[config.mk]
export PLATFORM = sky130hd
export DESIGN_NAME = opi_rd_sequencer
export DESIGN_NICKNAME = d
export VERILOG_FILES = /design/src/rtl/opi_rd_pkg.sv /design/src/rtl/opi_rd_timeout_cnt.sv /design/src/rtl/opi_rd_sequencer.sv
export SDC_FILE = /design/constraint.sdc
export NUM_CORES = 1
export LEC_CHECK = 0
export CORE_ASPECT_RATIO = 1.75
export CORE_UTILIZATION = 45
export DETAILED_ROUTE_END_ITERATION = 6
export PLACE_DENSITY = 0.77
export REMOVE_ABC_BUFFERS = 1
export SKIP_CTS_REPAIR_TIMING = 1
export SLEW_MARGIN = 20
export SYNTH_ARGS = -nofsm -noshare
export SYNTH_HDL_FRONTEND = slang
export SYNTH_SLANG_ARGS = --single-unit
[constraint.sdc]
create_clock -name clk -period 2.2 [get_ports clk]
set_input_delay 0.44 -clock clk [delete_from_list [all_inputs] [get_ports clk]]
set_output_delay 0.44 -clock clk [all_outputs]
set_load 0.05 [all_outputs]
[src/rtl/opi_rd_pkg.sv]
// Shared types and defaults for the OPI read-burst sequencer.
package opi_rd_pkg;

    // Sequencer states, 3-bit binary encoding.
    typedef enum logic [2:0] {
        ST_IDLE      = 3'd0,
        ST_CMD       = 3'd1,
        ST_WAIT_DATA = 3'd2,
        ST_DRAIN     = 3'd3,
        ST_FINISH    = 3'd4,
        ST_GAP       = 3'd5
    } rd_state_t;

    // Idle cycles tolerated without command or FIFO progress.
    localparam int TIMEOUT_DEFAULT = 1023;
    // Cycles CS# stays high between bursts.
    localparam int CS_GAP_DEFAULT  = 4;
    // Width of the request tag carried in a beat.
    localparam int BEAT_ID_W       = 4;

    // One beat presented to the AXI read sink.
    typedef struct packed {
        logic [15:0]          data;
        logic                 last;
        logic [BEAT_ID_W-1:0] id;
    } rd_beat_t;

endpackage

[src/rtl/opi_rd_timeout_cnt.sv]
// Watchdog: counts enabled cycles since the last clear and flags when LIMIT is reached.
module opi_rd_timeout_cnt
    import opi_rd_pkg::*;
#(
    parameter int LIMIT = TIMEOUT_DEFAULT
) (
    input  logic clk,
    input  logic rst_ce,
    input  logic clr,
    input  logic en,
    output logic expire
);

    localparam int CW = $clog2(LIMIT + 1);

    logic [CW-1:0] count_reg;

    // Count up while enabled, saturating at LIMIT; clear has priority.
    always_ff @(posedge clk or posedge rst_ce) begin
        if (rst_ce) begin
            count_reg <= '0;
        end else if (clr) begin
            count_reg <= '0;
        end else if (en && !expire) begin
            count_reg <= count_reg + 1'b1;
        end
    end

    assign expire = (count_reg == CW'(LIMIT));

endmodule

[src/rtl/opi_rd_sequencer.sv]
// Sequences one OPI read burst through the DQ capture block and forwards popped words as beats.
module opi_rd_sequencer
    import opi_rd_pkg::*;
#(
    parameter int MEM_LEN = 9,
    parameter int TIMEOUT = TIMEOUT_DEFAULT,
    parameter int CS_GAP  = CS_GAP_DEFAULT,
    parameter int ID_W    = BEAT_ID_W
) (
    input  logic               clk,
    input  logic               rst_ce,
    input  logic               req_valid,
    output logic               req_ready,
    input  logic [MEM_LEN:0]   req_len,
    input  logic [ID_W-1:0]    req_id,
    input  logic               cmd_done,
    output logic               read_state,
    output logic [MEM_LEN:0]   data_len,
    output logic               rdata_valid,
    input  logic               dqinfifo_empty,
    input  logic               dqinfifo_rd_en,
    input  logic [15:0]        dqinfifo_dout,
    input  logic               rfifo_finish,
    output logic               rd_beat_valid,
    output logic [15:0]        rd_beat_data,
    output logic               rd_beat_last,
    output logic [ID_W-1:0]    rd_beat_id,
    output logic               rd_err,
    output logic               busy
);

    // One extra bit so a full-length burst (all-ones length) never wraps the beat counter.
    localparam int BW = MEM_LEN + 2;
    localparam int GW = (CS_GAP > 1) ? $clog2(CS_GAP) : 1;

    rd_state_t        state_reg, state_next;
    logic [MEM_LEN:0] data_len_reg;
    logic [ID_W-1:0]  id_reg;
    logic [BW-1:0]    beat_cnt_reg;
    logic [GW-1:0]    gap_cnt_reg;
    logic             pop_d_reg;
    rd_beat_t         beat_reg;
    logic             beat_valid_reg;
    logic             rd_err_reg;

    logic running;
    logic beat_fire;
    logic beat_is_last;
    logic tmo_expire;
    logic tmo_clr;
    logic abort;

    assign running      = (state_reg == ST_CMD) || (state_reg == ST_WAIT_DATA) || (state_reg == ST_DRAIN);
    assign beat_fire    = (state_reg == ST_DRAIN) && pop_d_reg;
    assign beat_is_last = (beat_cnt_reg == {1'b0, data_len_reg});
    // A finish report before the final beat means the capture block lost data.
    assign abort        = (running && tmo_expire) ||
                          ((state_reg == ST_DRAIN) && rfifo_finish && !(beat_fire && beat_is_last));
    assign tmo_clr      = !running || dqinfifo_rd_en || ((state_reg == ST_CMD) && cmd_done);

    opi_rd_timeout_cnt #(
        .LIMIT (TIMEOUT)
    ) u_timeout (
        .clk    (clk),
        .rst_ce (rst_ce),
        .clr    (tmo_clr),
        .en     (running),
        .expire (tmo_expire)
    );

    // Next-state decode; any abort in an active state jumps straight to the CS# gap.
    always_comb begin
        state_next = state_reg;
        case (state_reg)
            ST_IDLE:      if (req_valid) state_next = ST_CMD;
            ST_CMD:       if (abort) state_next = ST_GAP;
                          else if (cmd_done) state_next = ST_WAIT_DATA;
            ST_WAIT_DATA: if (abort) state_next = ST_GAP;
                          else if (!dqinfifo_empty) state_next = ST_DRAIN;
            ST_DRAIN:     if (abort) state_next = ST_GAP;
                          else if (beat_fire && beat_is_last) state_next = ST_FINISH;
            ST_FINISH:    if (rfifo_finish) state_next = ST_GAP;
            ST_GAP:       if (gap_cnt_reg == GW'(CS_GAP - 1)) state_next = ST_IDLE;
            default:      state_next = ST_IDLE;
        endcase
    end

    // State register.
    always_ff @(posedge clk or posedge rst_ce) begin
        if (rst_ce) state_reg <= ST_IDLE;
        else        state_reg <= state_next;
    end

    // Latch the request length and tag on accept.
    always_ff @(posedge clk or posedge rst_ce) begin
        if (rst_ce) begin
            data_len_reg <= '0;
            id_reg       <= '0;
        end else if ((state_reg == ST_IDLE) && req_valid) begin
            data_len_reg <= req_len;
            id_reg       <= req_id;
        end
    end

    // Beat and gap counters plus the pop delay flop that aligns with FIFO read data.
    always_ff @(posedge clk or posedge rst_ce) begin
        if (rst_ce) begin
            beat_cnt_reg <= '0;
            gap_cnt_reg  <= '0;
            pop_d_reg    <= 1'b0;
        end else begin
            if (state_reg == ST_IDLE)      beat_cnt_reg <= '0;
            else if (beat_fire && !abort)  beat_cnt_reg <= beat_cnt_reg + 1'b1;
            gap_cnt_reg <= (state_reg == ST_GAP) ? gap_cnt_reg + 1'b1 : '0;
            pop_d_reg   <= dqinfifo_rd_en && (state_reg == ST_DRAIN);
        end
    end

    // Registered beat output and error pulse; an aborting cycle emits no beat.
    always_ff @(posedge clk or posedge rst_ce) begin
        if (rst_ce) begin
            beat_reg       <= '0;
            beat_valid_reg <= 1'b0;
            rd_err_reg     <= 1'b0;
        end else begin
            beat_valid_reg <= beat_fire && !abort;
            rd_err_reg     <= abort;
            if (beat_fire && !abort) begin
                beat_reg.data <= dqinfifo_dout;
                beat_reg.last <= beat_is_last;
                beat_reg.id   <= BEAT_ID_W'(id_reg);
            end
        end
    end

    assign req_ready     = (state_reg == ST_IDLE);
    assign busy          = (state_reg != ST_IDLE);
    assign read_state    = running || (state_reg == ST_FINISH);
    assign rdata_valid   = (state_reg == ST_DRAIN) || (state_reg == ST_FINISH);
    assign data_len      = data_len_reg;
    assign rd_beat_valid = beat_valid_reg;
    assign rd_beat_data  = beat_reg.data;
    assign rd_beat_last  = beat_reg.last;
    assign rd_beat_id    = ID_W'(beat_reg.id);
    assign rd_err        = rd_err_reg;

endmodule

==> impl_metrics.csv, run 1 <==
group,metric,value,unit
power_and_ir_drop,intPower,3.38,mW
synthesis,synth_area_leaders,"dfrtp_1, mux2_2, xnor2_1",
min_path,hold_end,"gap_cnt_reg[0]",
synthesis,synth-seq-cells,64,
clock_network,cts-root-buf,"clkbuf_16",
synthesis,synth_cell_types,40,
power_and_ir_drop,power.share.combinational,45.2,%
timing,final.setup.tns,-246,ps
power_and_ir_drop,cellLeakagePower,1.82,nW
power_and_ir_drop,max-vdd-ir-drop,0.000931,V
synthesis,ys_dominant_reg_cell,"dfrtp_1",
clock_network,tritoncts,"built",
global_routing,grt_pass1_vias,2607,
power_and_ir_drop,p_switching,2.11,mW
global_routing,antenna_found_initial,0,
setup_path,startpoint_type,"flop",
timing,fin_crit_sh,102,%
min_path,min_path_cells,1,
global_routing,grt-ovfl-total,0,
place,post-place-ws,-79.6,ps
cells_and_area,fill_cells,524,
timing,rsz0062_at_grt,"true",
setup_path,end_kind,"flop",
synthesis,muxShareOfSynthArea,14.9,%
cells_and_area,seq_area,1600,µm²
clock_network,clk_pin_slew,50,ps
clock_network,clk_latency,330,ps
synthesis,synth_edf_count,0,
synthesis,synthAdderAreaFrac,1.56,%
setup_path,rrSetupSlack,-50,ps
min_path,hold_path.class,"reg -> reg",
timing,hold_viol,0,
timing,fmax,445,MHz
synthesis,synthCells,270,
synthesis,ys_seq_area_share,52.7,%
setup_path,critPathArrivalTime,2500,ps
cells_and_area,instances_no_fill,450,
setup_path,reg2reg_to,"beat_cnt_reg[7]",
synthesis,synth-async-reset-ratio,100,%
drt,drt_wl_total,7240,µm
drt,wl_per_cell,16.1,µm
synthesis,syn_area_per_cell,11.3,µm²
floorplanning,die_w,64.1,µm
global_routing,grtUsageTotal,22.2,%
setup_path,crit_top_cell,"or4_4",
setup_path,worst-setup-path-type,"reg -> reg",
setup_path,worst_path_max_delay_cell,"or4_4",
place,place_hpwl,5090,µm
synthesis,yosysWarningCount,0,
cells_and_area,drive_gt1_share,24.5,%
cells_and_area,area_delta_synth_final,44.6,%
setup_path,cp.required,2450,ps
cells_and_area,mostFrequentLayoutCells,"clkdlybuf4s50_1, dfrtp_1, mux2_2",
cells_and_area,multi_input_area,1430,µm²
floorplanning,dieArea,7100,µm²
timing,maxSlewViolCount,0,
drt,drt_iter0_drc,136,
clock_network,cts_max_path_buffers,2,
setup_path,path_cells,"xor2_1 -> or4_4 -> a211o_4 -> buf_6 -> or4_4 -> a21oi_2",
drt,antenna_left,0,
floorplanning,io_pins,74,
place,post-place-cells,434,
cells_and_area,fin_nets,404,
outcome,outcome,"complete, but fails checks",
synthesis,synth-compound-area-share,7.82,%
drt,vias_per_cell,5.56,
synthesis,netlist.area_leader.share,52.7,%
timing,relSlewSlack,64.1,%
floorplanning,die_h,111,µm
synthesis,yosys.area_share.xor_xnor,4.32,%
floorplanning,core_region_area,6540,µm²
synthesis,yosys.area.top_type,"dfrtp_1",
timing,fin_skew,5.07,ps
flow_run,cap_viol_max_count,0,
global_routing,grt_pass1_wl,12200,µm
place,io_buffers,73,
floorplanning,rows,39,
synthesis,synth_top_family_by_area,"simple AND/OR/NAND/NOR gates",
cells_and_area,antennaDiodeCount,0,
setup_path,crit_fanout,6,
power_and_ir_drop,netSwitchingFraction,38.5,%
clock_network,numCtsBuffers,9,
timing,setup_ws,-48.8,ps
drt,drc,0,
cells_and_area,largest_reg_flops,16,
place,gp_congestion,0.900,
timing,fin_crit,2250,ps
outcome,violations,"negative setup slack",
cells_and_area,final_common_cell,"clkdlybuf4s50_1",
setup_path,r2r-start,"beat_cnt_reg[5]",
setup_path,max_stage_delay,520,ps
clock_network,cts_sinks,64,
setup_path,r2r_cells,6,
clock_network,h-tree-depth,3,
timing,tightest_slew,536,ps
synthesis,yosys.area_share.simple,16.4,%
global_routing,grt_max_degree,65,
power_and_ir_drop,powerDensity,1250,nW/µm²
power_and_ir_drop,p_clk_share,25.1,%
drt,dr.pass1.iters,5,
power_and_ir_drop,seq_power_share,29.6,%
timing,setup_viol,23,
min_path,worstHoldStart,"gap_cnt_reg[0]",
drt,vias,2500,
synthesis,synth_area,3040,µm²
floorplanning,start_util,46.5,%
==> logic make-up after synthesis <==
family | after synthesis
AND/OR/NAND/NOR | 92
flip-flops | 64
AO/OA/AOI/OAI | 38
multiplexers | 41
buffers and inverters | 16
adder cells (fa/ha/maj) | 4
XOR/XNOR | 15
==> cell type report <==
cell class	instances	share of cell area, %
inverters	3	0.256
clock inverters	3	0.968
clock buffers	12	5.61
well taps	82	2.33
repair buffers	96	21.9
multi-input cells	190	32.5
flip-flops and latches	64	36.4
==> worst max-delay path by stage <==
stage	startpoint	endpoint	slack, ps	cells after the start
2_1_floorplan	data_len[5]	rd_beat_data[0]	-1000	5
3_3_place_gp	beat_cnt_reg[5]	rd_beat_data[0]	-20	6
3_5_place_dp	beat_cnt_reg[5]	beat_cnt_reg[7]	-80	6
4_1_cts	beat_cnt_reg[5]	beat_cnt_reg[7]	-100	6
5_1_grt	beat_cnt_reg[5]	beat_cnt_reg[3]	-100	6
6_report	beat_cnt_reg[5]	beat_cnt_reg[7]	-50	6
==> power by group through the flow <==
stage          registers, mW  logic [mW]  clock network (mW)
2_1_floorplan           2.31       0.823                   0
3_3_place_gp            1.63        2.43                   0
3_5_place_dp            1.65        2.47                   0
4_1_cts                 1.63        2.49                1.41
5_1_grt                 1.67        2.62                1.45
6_report                1.63        2.48                1.38
==> worst max-delay path: cells and delay by family, from the launching register on <==
kind | cells | cell delay, ps
and+or+nand+nor | 2 | 1000
AOI/OAI and AO/OA | 2 | 500
DFF | 1 | 380
xor gates and xnor gates | 1 | 160
buffers and inverters | 1 | 140
==> cell usage after synthesis, types with 3 or more instances <==
master    instances
ha_1              3
a211oi_1          3
nor2_1           13
nand2b_1          4
o21ai_0           8
clkbuf_1          9
or3_1             3
or4_1             5
and3_1            4
dfrtp_1          64
nand4_1           4
xor2_1            4
nand3_1          15
xnor2_1          11
a31oi_1           3
inv_1             3
o31ai_1           4
nand2_1          17
nor2b_1           5
mux2_2           34
a21oi_1          11
nor3_1           11
mux2i_1           7
and2_1            3
==> layer usage <==
| metal | vias to the layer above | routed length, µm | track usage [%] |
|---|---|---|---|
| li1 | 1160 | - | - |
| met1 | 1239 | 2670 | 24.0 |
| met2 | 88 | 3970 | 38.7 |
| met3 | 13 | 480 | 7.61 |
| met4 | 0 | 127 | 9.33 |
| met5 | - | 0 | 0 |
==> metrics by stage <==
step	hold slack, ps	area [µm²]	util [%]	total power [mW]
2_1_floorplan	407	2980	-	3.13
3_3_place_gp	417	4030	61.7	4.07
3_5_place_dp	427	4030	61.7	4.12
4_1_cts	433	4320	66.1	5.53
5_1_grt	456	4400	67.2	5.73
6_report	426	4400	67.2	5.49
(Power assumes the default switching activity.)
==> run 2, diff against run 1 <==
--- a/config.mk
+++ b/config.mk
@@ -6,12 +6,15 @@
 export NUM_CORES = 1
 export LEC_CHECK = 0
 export CORE_ASPECT_RATIO = 1.75
-export CORE_UTILIZATION = 45
+export CORE_UTILIZATION = 46
 export DETAILED_ROUTE_END_ITERATION = 6
+export GPL_ROUTABILITY_DRIVEN = 0
+export HOLD_SLACK_MARGIN = 0.03
 export PLACE_DENSITY = 0.77
 export REMOVE_ABC_BUFFERS = 1
 export SKIP_CTS_REPAIR_TIMING = 1
 export SLEW_MARGIN = 20
 export SYNTH_ARGS = -nofsm -noshare
 export SYNTH_HDL_FRONTEND = slang
+export SYNTH_HIERARCHICAL = 1
 export SYNTH_SLANG_ARGS = --single-unit
==> run 2 against run 1 <==
Compared with the run above: the run still ends with negative setup slack left; combinational power rose by 16%; sequential share of layout area decreased by 2.4 points; sequential cell count is the same; count of clock-buffer cells in the layout is the same; via count rose by 12%; critical path depth grew 2; critical path type unchanged; highest routed layer unchanged.
==> impl_metrics.csv, run 2 <==
group,metric,value,unit
outcome,outcome,"complete, but fails checks",
outcome,violations,"negative setup slack",
synthesis,yosys.area.top_type,"dfrtp_1",
synthesis,synth_area_leaders,"dfrtp_1, mux2_4, mux2_2",
global_routing,grtUsageTotal,23.7,%
timing,hold_ws,429,ps
flow_run,cap_viol_max_count,0,
synthesis,ys_dominant_reg_cell,"dfrtp_1",
min_path,hold_end,"gap_cnt_reg[0]",
setup_path,crit_family,"simple AND/OR/NAND/NOR gates",
cells_and_area,drive_gt1_share,24.7,%
place,post-place-cells,467,
setup_path,cp.required,2440,ps
synthesis,synth_area,3390,µm²
setup_path,end_kind,"flop",
setup_path,crit_fanout,5,
setup_path,rrSetupSlack,-10,ps
floorplanning,io_pins,74,
timing,rsz0062_at_grt,"true",
setup_path,path_cells,"ha_1 -> nand2_1 -> nor3_1 -> or3b_1 -> nor2_2 -> nand4_1 -> a2111o_1 -> o21ai_0",
global_routing,grt-ovfl-total,0,
timing,fmax,452,MHz
min_path,hold_path.class,"reg -> reg",
clock_network,cts_max_path_buffers,2,
clock_network,clk_pin_slew,50,ps
setup_path,critPathArrivalTime,2450,ps
clock_network,cts_sinks,64,
floorplanning,start_util,47.2,%
timing,fin_skew,6.28,ps
drt,drt_wl_total,8370,µm
global_routing,grt_pass1_vias,2859,
timing,fin_crit_sh,101,%
synthesis,yosysMostFrequentCell,"dfrtp_1",
setup_path,max_stage_delay,400,ps
synthesis,synth_top_cells_by_count,"dfrtp_1, nand2_1, mux2_2, mux2_4, a21oi_1",
global_routing,antenna_found_initial,0,
cells_and_area,antennaDiodeCount,0,
place,io_buffers,73,
min_path,worstHoldStart,"gap_cnt_reg[0]",
timing,setup_viol,1,
global_routing,grt_pass1_wl,13600,µm
cells_and_area,fill_cells,554,
synthesis,synth-seq-cells,64,
cells_and_area,largest_reg_flops,16,
drt,vias_per_cell,5.79,
synthesis,synthCells,299,
clock_network,tritoncts,"built",
clock_network,cts-root-buf,"clkbuf_16",
timing,setup_ws,-14.1,ps
drt,vias,2795,
setup_path,worst-setup-path-type,"reg -> reg",
setup_path,path_buf_inv,0,
cells_and_area,final_common_cell,"clkdlybuf4s50_1",
cells_and_area,fin_nets,432,
floorplanning,dieArea,7740,µm²
synthesis,ys_seq_area_share,47.2,%
drt,drc,0,
setup_path,startpoint_type,"flop",
timing,relSlewSlack,63.9,%
place,placedInstanceArea,4370,µm²
min_path,min_path_cells,1,
cells_and_area,seq_area,1600,µm²
timing,fin_crit,2210,ps
cells_and_area,multi_input_area,1670,µm²
floorplanning,rows,41,
setup_path,worst_path_max_delay_cell,"or3b_1",
setup_path,reg2reg_to,"beat_cnt_reg[6]",
power_and_ir_drop,cellLeakagePower,1.96,nW
place,post-place-ws,35.1,ps
cells_and_area,instances_no_fill,483,
clock_network,clk_latency,330,ps
clock_network,numCtsBuffers,9,
clock_network,h-tree-depth,3,
timing,hold_viol,0,
timing,maxSlewViolCount,0,
floorplanning,die_w,66.9,µm
drt,wl_per_cell,17.3,µm
place,place_hpwl,5790,µm
setup_path,r2r-start,"u_timeout/count_reg[0]",
drt,drt_iter0_drc,181,
global_routing,grt_max_degree,55,
synthesis,yosysWarningCount,6,
setup_path,r2r_cells,8,
power_and_ir_drop,powerDensity,1270,nW/µm²
cells_and_area,final_area,4700,µm²
synthesis,synth-async-reset-ratio,100,%
drt,antenna_left,0,
cells_and_area,area_delta_synth_final,38.6,%
synthesis,synth_cell_types,53,
floorplanning,die_h,116,µm
synthesis,syn_area_per_cell,11.3,µm²
synthesis,synth_edf_count,0,
floorplanning,core_region_area,7180,µm²
power_and_ir_drop,max-vdd-ir-drop,0.000851,V
cells_and_area,mostFrequentLayoutCells,"clkdlybuf4s50_1, dfrtp_1, buf_4",
drt,dr.pass1.iters,4,
timing,final.setup.tns,-14.1,ps
synthesis,netlist.area_leader.share,47.2,%
timing,tightest_slew,540,ps
[run 2: changes by cell type in the layout (fill, tap and decap cells not counted), moves of 6 or more]
cell     before  now
mux2_4        0   17
buf_4        20   27
nor3_1       11    5
xnor2_2       0    6
xnor2_1      11    4
mux2_2       34   17
nand4_1       4   12
nand3_1      15    6
[run 2: kinds of logic after synthesis]
kind of cell               Yosys count  share of synthesized area, %
AOI/OAI and AO/OA                   58                          12.4
xor gates and xnor gates            10                          2.80
adders and majority gates            4                          1.40
buffers and inverters               27                          4.94
DFF                                 64                          47.2
muxes                               43                          15.9
and+or+nand+nor                     93                          15.4
[run 2: how the worst max path moves through the flow]
stage	start	end	slack, ps	depth (start not counted)
finish	u_timeout/count_reg[0]	beat_cnt_reg[6]	-10	8
global route	u_timeout/count_reg[0]	beat_cnt_reg[6]	-110	8
CTS	u_timeout/count_reg[0]	beat_cnt_reg[3]	10	8
detailed placement	u_timeout/count_reg[0]	beat_cnt_reg[3]	40	8
global placement	beat_cnt_reg[2]	rd_beat_data[7]	80	6
floorplan	state_reg[2]	data_len[0]	-640	4
[run 2: metal layers]
metal	track usage, %	wire [µm]	vias to the layer above	share of wire [%]
met5	0	0	-	0
met3	7.58	611	23	7.3
met2	39.4	4370	123	52
met1	26.7	3170	1367	38
met4	12.3	218	0	2.6
li1	-	-	1282	-
[run 2: power breakdown]
group          internal (mW)  switching (mW)  total, mW
Clock                  0.871           0.491       1.36
Sequential              1.47           0.255       1.72
Combinational           1.20            1.67       2.87
[run 2: through the flow]
step                power [mW]  util, %
finish                    5.96     65.5
global route              6.24     65.5
CTS                       5.94     64.8
detailed placement        4.53     60.9
global placement          4.49     60.9
floorplan                 3.43        -
[run 2: final cells by class]
cell class / instances / area share, %
Tap cell: 86 / 2.29
Clock buffer: 12 / 5.03
Timing Repair Buffer: 102 / 21.6
Sequential cell: 64 / 34.1
Inverter: 7 / 0.559
Multi-Input combinational cell: 208 / 35.6
Clock inverter: 4 / 0.958
